==> src/rtl/conv_encoder_controller_pkg.sv <==
// Shared constants and FSM state encoding for the convolution encoder controller.
package conv_encoder_controller_pkg;

  localparam int unsigned Lanes  = 14;
  localparam int unsigned DataW  = 18;
  localparam int unsigned QShift = 9;

  typedef enum logic [2:0] {
    StIdle,
    StLoadW,
    StFill,
    StRun,
    StWait,
    StWrite,
    StClr,
    StDone
  } state_e;

endpackage

==> src/rtl/conv_encoder_window_shift.sv <==
// 14-lane sample window: new samples enter lane 13, lane i takes lane i+1.
module conv_encoder_window_shift
  import conv_encoder_controller_pkg::*;
(
  input  logic                   clk,
  input  logic                   rst,
  input  logic                   shift_i,
  input  logic [DataW-1:0]       din_i,
  output logic [Lanes*DataW-1:0] win_o
);

  logic [DataW-1:0] lane_q [Lanes];

  always_ff @(posedge clk) begin
    if (rst) begin
      for (int unsigned i = 0; i < Lanes; i++) lane_q[i] <= '0;
    end else if (shift_i) begin
      for (int unsigned i = 0; i < Lanes - 1; i++) lane_q[i] <= lane_q[i+1];
      lane_q[Lanes-1] <= din_i;
    end
  end

  for (genvar g = 0; g < Lanes; g++) begin : g_lane
    assign win_o[g*DataW +: DataW] = lane_q[g];
  end

endmodule

==> src/rtl/conv_encoder_controller.sv <==
// Sequences weight load, window fill, PE-array handshake and pixel write-back
// for a 14-tap 1-D convolution over one frame.
module conv_encoder_controller
  import conv_encoder_controller_pkg::*;
#(
  parameter int unsigned IMG_LEN = 64,
  parameter int unsigned STRIDE  = 1
) (
  input  logic                   clk,
  input  logic                   rst,
  input  logic                   start_i,
  output logic                   busy_o,
  output logic                   done_o,
  output logic [3:0]             w_addr_o,
  input  logic [DataW-1:0]       w_data_i,
  output logic [11:0]            x_addr_o,
  input  logic [DataW-1:0]       x_data_i,
  output logic [Lanes*DataW-1:0] arr_x_o,
  output logic [Lanes*DataW-1:0] arr_w_o,
  output logic                   arr_rst_o,
  output logic                   arr_start_o,
  input  logic                   arr_ready_i,
  input  logic [DataW-1:0]       arr_pixel_i,
  output logic                   y_we_o,
  output logic [11:0]            y_addr_o,
  output logic [DataW-1:0]       y_data_o
);

  localparam int unsigned NOut    = (IMG_LEN - Lanes) / STRIDE + 1;
  localparam logic [11:0] NOutW   = 12'(NOut);
  localparam logic [3:0]  LanesW  = 4'(Lanes);
  localparam logic [3:0]  StrideW = 4'(STRIDE);

  state_e           state_q;
  logic             busy_q, done_q, arr_rst_q, arr_start_q, y_we_q;
  logic [3:0]       w_cnt_q, w_addr_q, fill_cnt_q;
  logic [11:0]      x_addr_q, pix_cnt_q, y_addr_q;
  logic [DataW-1:0] y_data_q;
  logic [DataW-1:0] arr_w_q [Lanes];

  logic [3:0] fill_need;
  logic       fill_shift;

  // First window needs all 14 samples; later windows only advance by STRIDE.
  assign fill_need  = (pix_cnt_q == '0) ? LanesW : StrideW;
  // Memory data lags the address by one cycle, so capture starts on FILL cycle 1.
  assign fill_shift = (state_q == StFill) && (fill_cnt_q != '0);

  always_ff @(posedge clk) begin
    if (rst) begin
      state_q     <= StIdle;
      busy_q      <= 1'b0;
      done_q      <= 1'b0;
      arr_rst_q   <= 1'b1;
      arr_start_q <= 1'b0;
      y_we_q      <= 1'b0;
      w_cnt_q     <= '0;
      w_addr_q    <= '0;
      fill_cnt_q  <= '0;
      x_addr_q    <= '0;
      pix_cnt_q   <= '0;
      y_addr_q    <= '0;
      y_data_q    <= '0;
      for (int unsigned i = 0; i < Lanes; i++) arr_w_q[i] <= '0;
    end else begin
      done_q <= 1'b0;
      y_we_q <= 1'b0;
      unique case (state_q)
        StIdle: begin
          if (start_i) begin
            state_q   <= StLoadW;
            busy_q    <= 1'b1;
            arr_rst_q <= 1'b0;
            w_cnt_q   <= '0;
            w_addr_q  <= '0;
            pix_cnt_q <= '0;
          end
        end
        StLoadW: begin
          w_cnt_q <= w_cnt_q + 4'd1;
          if (w_cnt_q != '0) arr_w_q[w_cnt_q - 4'd1] <= w_data_i;
          if (w_cnt_q < LanesW - 4'd1) w_addr_q <= w_addr_q + 4'd1;
          if (w_cnt_q == LanesW) begin
            state_q    <= StFill;
            x_addr_q   <= '0;
            fill_cnt_q <= '0;
          end
        end
        StFill: begin
          fill_cnt_q <= fill_cnt_q + 4'd1;
          if (fill_cnt_q == fill_need) begin
            state_q     <= StRun;
            arr_start_q <= 1'b1;
          end else if (fill_cnt_q + 4'd1 < fill_need) begin
            x_addr_q <= x_addr_q + 12'd1;
          end
        end
        StRun: state_q <= StWait;
        StWait: begin
          if (arr_ready_i) begin
            state_q     <= StWrite;
            arr_start_q <= 1'b0;
            y_we_q      <= 1'b1;
            y_addr_q    <= pix_cnt_q;
            y_data_q    <= arr_pixel_i;
          end
        end
        StWrite: begin
          state_q   <= StClr;
          pix_cnt_q <= pix_cnt_q + 12'd1;
          arr_rst_q <= 1'b1;
        end
        StClr: begin
          arr_rst_q <= 1'b0;
          if (pix_cnt_q == NOutW) begin
            state_q <= StDone;
            done_q  <= 1'b1;
          end else begin
            state_q    <= StFill;
            fill_cnt_q <= '0;
            x_addr_q   <= x_addr_q + 12'd1;
          end
        end
        StDone: begin
          state_q   <= StIdle;
          busy_q    <= 1'b0;
          arr_rst_q <= 1'b1;
        end
        default: state_q <= StIdle;
      endcase
    end
  end

  conv_encoder_window_shift u_window (
    .clk    (clk),
    .rst    (rst),
    .shift_i(fill_shift),
    .din_i  (x_data_i),
    .win_o  (arr_x_o)
  );

  for (genvar g = 0; g < Lanes; g++) begin : g_wlane
    assign arr_w_o[g*DataW +: DataW] = arr_w_q[g];
  end

  assign busy_o      = busy_q;
  assign done_o      = done_q;
  assign w_addr_o    = w_addr_q;
  assign x_addr_o    = x_addr_q;
  assign arr_rst_o   = arr_rst_q;
  assign arr_start_o = arr_start_q;
  assign y_we_o      = y_we_q;
  assign y_addr_o    = y_addr_q;
  assign y_data_o    = y_data_q;

endmodule

==> config.mk <==
export PLATFORM = sky130hd
export DESIGN_NAME = conv_encoder_controller
export DESIGN_NICKNAME = d
export VERILOG_FILES = /design/src/rtl/conv_encoder_controller_pkg.sv /design/src/rtl/conv_encoder_window_shift.sv /design/src/rtl/conv_encoder_controller.sv
export SDC_FILE = /design/constraint.sdc
export NUM_CORES = 1
export LEC_CHECK = 0
export ABC_AREA = 1
export CORE_AREA = 2 2 237 239
export DETAILED_ROUTE_END_ITERATION = 10
export DIE_AREA = 0 0 239 241
export PLACE_DENSITY = 0.8
export REMOVE_ABC_BUFFERS = 1
export SYNTH_ARGS = -nofsm -noshare
export SYNTH_HDL_FRONTEND = slang
export SYNTH_SLANG_ARGS = --single-unit
export TNS_END_PERCENT = 5
==> constraint.sdc <==
create_clock -name clk -period 10.7 [get_ports clk]
set_input_delay 3.21 -clock clk [delete_from_list [all_inputs] [get_ports clk]]
set_output_delay 3.21 -clock clk [all_outputs]
set_load 0.01 [all_outputs]
Word-level counts from Yosys, hierarchy flattened
Memory sizes are Yosys's and may differ from the RTL's.
Cells that the tools add are included.
{"block": "totals", "latchBits": 0, "mem_bits_rw": 504, "n_memories": 2, "regBits": 74, "inputBits": 58, "out_inout_bits": 555, "romBits": 0}
{"memory": "arr_w_q", "depth": 14, "width": 18, "read_ports": 14, "rd_clocked_by_memory_dff": 0, "write_ports": 14, "line_no": "conv_encoder_controller.sv:39", "source": "logic [DataW-1:0] arr_w_q [Lanes];"}
{"memory": "u_window.lane_q", "depth": 14, "width": 18, "read_ports": 14, "rd_clocked_by_memory_dff": 0, "write_ports": 14, "line_no": "conv_encoder_window_shift.sv:12", "source": "logic [DataW-1:0] lane_q [Lanes];"}
{"block": "op_classes", "bitwise": 16, "add_sub_neg": 6, "muxes": 56, "div": 0, "shift": 0, "eq_ne": 18, "mul": 0, "n_lt_le_gt_ge": 2, "reduce_logical": 25}
{"operator": "$mux 18", "count": 15}
{"operator": "$mux 12", "count": 5}
{"operator": "$pmux 12 s3", "count": 1}
{"operator": "$add 12x1->12 const B", "count": 2}
{"operator": "$mux 4", "count": 6}
{"operator": "$pmux 12 s2", "count": 1}
{"operator": "$pmux 3 s8", "count": 1}
{"operator": "$reduce_or 18->1", "count": 1}
{"operator": "$mux 1", "count": 16}
{"operator": "$pmux 4 s2", "count": 2}
{"operator": "$mux 3", "count": 5}
{"operator": "$or 1x1->1", "count": 14}
{"operator": "$add 4x1->4 const B", "count": 3}
{"operator": "$eq 12x6->1 const B", "count": 1}
{"operator": "$eq 3x3->1 const B", "count": 4}
{"operator": "$logic_not 12->1", "count": 1}
{"operator": "$ne 2x2->1 const B", "count": 6}
{"operator": "$pmux 4 s3", "count": 1}
{"operator": "$reduce_and 2->1", "count": 5}
{"operator": "$reduce_and 3->1", "count": 3}
{"operator": "$reduce_bool 2->1", "count": 4}
{"operator": "$reduce_bool 4->1", "count": 2}
{"operator": "$eq 3x2->1 const B", "count": 2}
{"operator": "$reduce_bool 3->1", "count": 2}
{"operator": "15 further kinds", "count": 20}

Logic depth before layout (Yosys ltp)
{"block": "depth", "depth_word": 7, "mapped_depth": 15, "ltp_nobuf": 14}

By module
From an unflattened synthesis, not the netlist that was laid out.
{"block": "unflattened", "hier_cells": 1918, "area_unflattened_um2": 22290.1}
{"module": "conv_encoder_controller", "area_per_inst_um2": 12674.7, "cells_per_inst": 1132, "seq_area_each_um2": 9048.7, "n_inst": 1}
{"module": "conv_encoder_window_shift", "area_per_inst_um2": 9615.5, "cells_per_inst": 786, "seq_area_each_um2": 7567.3, "n_inst": 1}

Least setup slack after synthesis
Ideal clock, no wire load.
{"block": "synth_path", "path_type": "input -> register", "from": "in rst", "to": "mem u_window.lane_q[0][0], enable pin", "slack_ns": 3.620, "arrival_time_ns": 6.571, "t_required_ns": 10.191, "cell_stages": 2, "setup_ns": 0.509, "path_buffers": 1, "path_cell_list": "clkbuf_1 -> or2_2"}
{"item": "start, declared", "line_no": "conv_encoder_controller.sv:10", "source": "input logic rst,"}
{"item": "end, declared", "line_no": "conv_encoder_window_shift.sv:12"}

==> flow_metrics.tcl <==
set metrics [dict create \
    peakVddDrop_uv 161 \
    vias 16000 \
    syn_inst 1908 \
    dp.cells 3146 \
    synth_seq_cells 578 \
    avgSynthCellArea_um2 11.7 \
    cts_setup_buffers 0 \
    whs_ps 461 \
    fmax_ghz 0.191 \
    postLayoutCoreUtil_pct 56.5 \
    cts-buffers-inserted 58 \
    drc 0 \
    hp-class "register to register" \
    grt_max_degree 204 \
    cts_root_buffer "clkbuf_16" \
    critPathSlowestCell "nand2_1" \
    cp.required_ps 10940 \
    layout.nets 2576 \
    coreArea_mm2 0.0549 \
    seq_power_share_pct 48.9 \
    critPathKind "input pin to register" \
    die_w_um 239 \
    drtIter0Drc 1532 \
    grt_pass1_vias 15300 \
    power.share.clock_pct 38.7 \
    seq_area_mm2 0.0166 \
    nFillCells 4281 \
    io_buffers 612 \
    dp_hpwl_um 46700 \
    total_leakage_power_nw 12.1 \
    h-tree-depth 2 \
    tightest_slew_ps 1150 \
    clk_path_buf_depth 3 \
    synthArstFlopShare_pct 0 \
    path_cells "buf_4 > clkinv_1 > buf_4 > nand4_1 > inv_1 > nand2_2 > nand2_1" \
    path_clk_slew_ps 60 \
    clk_latency_ps 610 \
    slew_headroom_pct 23.2 \
    cts_hold_buf 0 \
    drt_first_pass_iters 5 \
    die_h_um 241 \
    grt-ovfl-total 0 \
    period_needed_ps 5240 \
    final_cell_area_mm2 0.0310 \
    crit_top_cell "buf_4" \
    finalNonFillerCells 3251 \
    antenna_left 0 \
    powerDensity_mw_per_mm2 175 \
    clock-sinks 578 \
    wl_met2_um 33900 \
    antenna_found_initial 1 \
    ys_top_cells_by_count "nor2_1 (545), edfxtp_1 (504), inv_1 (328)" \
    crit_path_max_incr_delay_ps 650 \
    ys_seq_area_share_pct 74.4 \
    place_area_mm2 0.0290 \
    dieArea_mm2 0.0576 \
    synth_area_leader_cell "edfxtp_1" \
    cp.arrival_ps 5490 \
    syn2layout_area_growth_pct 38.7 \
    crit_buf_inv 4 \
    yosysUniqueCellTypes 40 \
    p_sw_share_pct 25.0 \
    cts_tree "built" \
    wl_met1_um 23500 \
    ios 613 \
    synth_top_area_share_pct 67.7 \
    postLayoutSetupSlackWorst_ps 5460 \
    start_util_pct 40.7 \
    end_kind "register" \
    dr_wl_met3_um 6050 \
    drive_gt1_share_pct 5.22 \
    multiInputGateArea_mm2 0.00409 \
    wl_per_cell_um 20.4 \
    p_comb_share_pct 12.4 \
    yosysMostFrequentCell "nor2_1" \
    yosys_warnings 0 \
    row_count 86 \
    pre_cts_ws_ps 4790 \
    cts-resized-gates 0 \
    switchingPower_mw 1.36 \
    cp_top_family "buffers and inverters" \
    gp_routability_congestion 0.877 \
    synth_edf_count 504 \
    slew_violations 0 \
    diodes 0 \
    path_max_fanout 33 \
    p_int_mw 4.07 \
    timing.final.crit_share_pct 49.0 \
    drv_cap 0 \
    synth_area_mm2 0.0223 \
    ys.flop_type "edfxtp_1" \
    outcome "finished, final reports clean" \
    rsz0062_at_grt "no" \
    wl_um 66400 \
    grt_pass1_wl_um 94200 \
    top_layer "met5" \
    synth.top_cells.by_area "edfxtp_1 (68%), nor2_1 (9.2%), dfxtp_1 (6.6%), inv_1 (5.5%), nand2_1 (2.4%)" \
    hold_viol 0 \
    avgViaCountPerCell 4.93 \
    setup_viol 0 \
    gr-usage-all-layers_pct 21.8 \
    p_total_mw 5.44 \
    fin_tns_setup_ps 0 \
    fin_skew_ps 20.3 \
    start_kind "input pin" \
]
power by group through the flow:
stage / clock network [mW] / registers [mW] / logic, mW
global placement: 0 / 2.70 / 0.658
detailed placement: 0 / 2.70 / 0.674
floorplan: 0 / 2.75 / 0.243
finish: 2.10 / 2.66 / 0.676
CTS: 2.13 / 2.66 / 0.677
global route: 2.21 / 2.67 / 0.723
worst paths after layout:
kind / start / end / slack (ps) / cells after the start
max reg2reg: state_q[1] / u_window.lane_q[0][18] / 7300 / 4
max: rst / arr_w_q[8][17] / 5460 / 7
min: y_data_o[0] / y_data_o[0] / 460 / 2
min reg2reg: y_data_o[0] / y_data_o[0] / 460 / 2
layout by cell type (no fill, tap or decap), types with 8 or more instances in the layout:
master / n
a21oi_1: 62
bufinv_16: 8
clkbuf_1: 8
clkbuf_16: 59
clkdlybuf4s50_1: 611
clkinv_1: 9
clkinv_2: 9
dfxtp_1: 74
edfxtp_1: 504
ha_1: 16
inv_1: 328
nand2_1: 142
nand2_2: 8
nand3_1: 56
nand4_1: 18
nor2_1: 544
o21ai_0: 17
area by class of cell:
class / count / share of cell area [%]
sequential: 578 / 53.6
clock inverter: 34 / 1.30
timing repair buffer: 618 / 19.9
inverter: 334 / 4.05
clock buffer: 71 / 5.04
multi-input combinational: 912 / 13.2
tap: 704 / 2.84
metal layers:
layer,vias to the layer above,track usage [%]
met5,-,0
li1,7309,-
met3,177,5.73
met2,818,37.5
met1,7734,25.7
met4,2,10.1
worst register-to-register path, delay by kind of cell, from the launching register on:
family | cells | cell delay [ps]
DFF | 1 | 430
buffers and inverters | 1 | 760
AOI/OAI and AO/OA | 1 | 540
and+or+nand+nor | 2 | 1040
state kept, by name, summed over array words and instances (netlist names), 3 cells and up:
| signal | flops |
|---|---|
| y_addr_o | 12 |
| w_addr_o | 4 |
| pix_cnt_q | 12 |
| y_data_o | 18 |
| state_q | 3 |
| fill_cnt_q | 4 |
| x_addr_o | 12 |
| w_cnt_q | 4 |
| u_window.lane_q | 252 |
| arr_w_q | 252 |
kinds of logic (layout without fill, tap and decap cells):
group / Yosys count / in the layout / share of synthesized area (%)
buffers and inverters: 418 / 1057 / 7.36
adder cells (fa/ha/maj): 16 / 16 / 0.896
AO/OA/AOI/OAI: 94 / 94 / 2.31
flip-flops: 578 / 578 / 74.4
AND/OR/NAND/NOR: 798 / 798 / 14.9
XOR/XNOR: 4 / 4 / 0.190
Note: power is estimated with default switching activity, not from simulation.
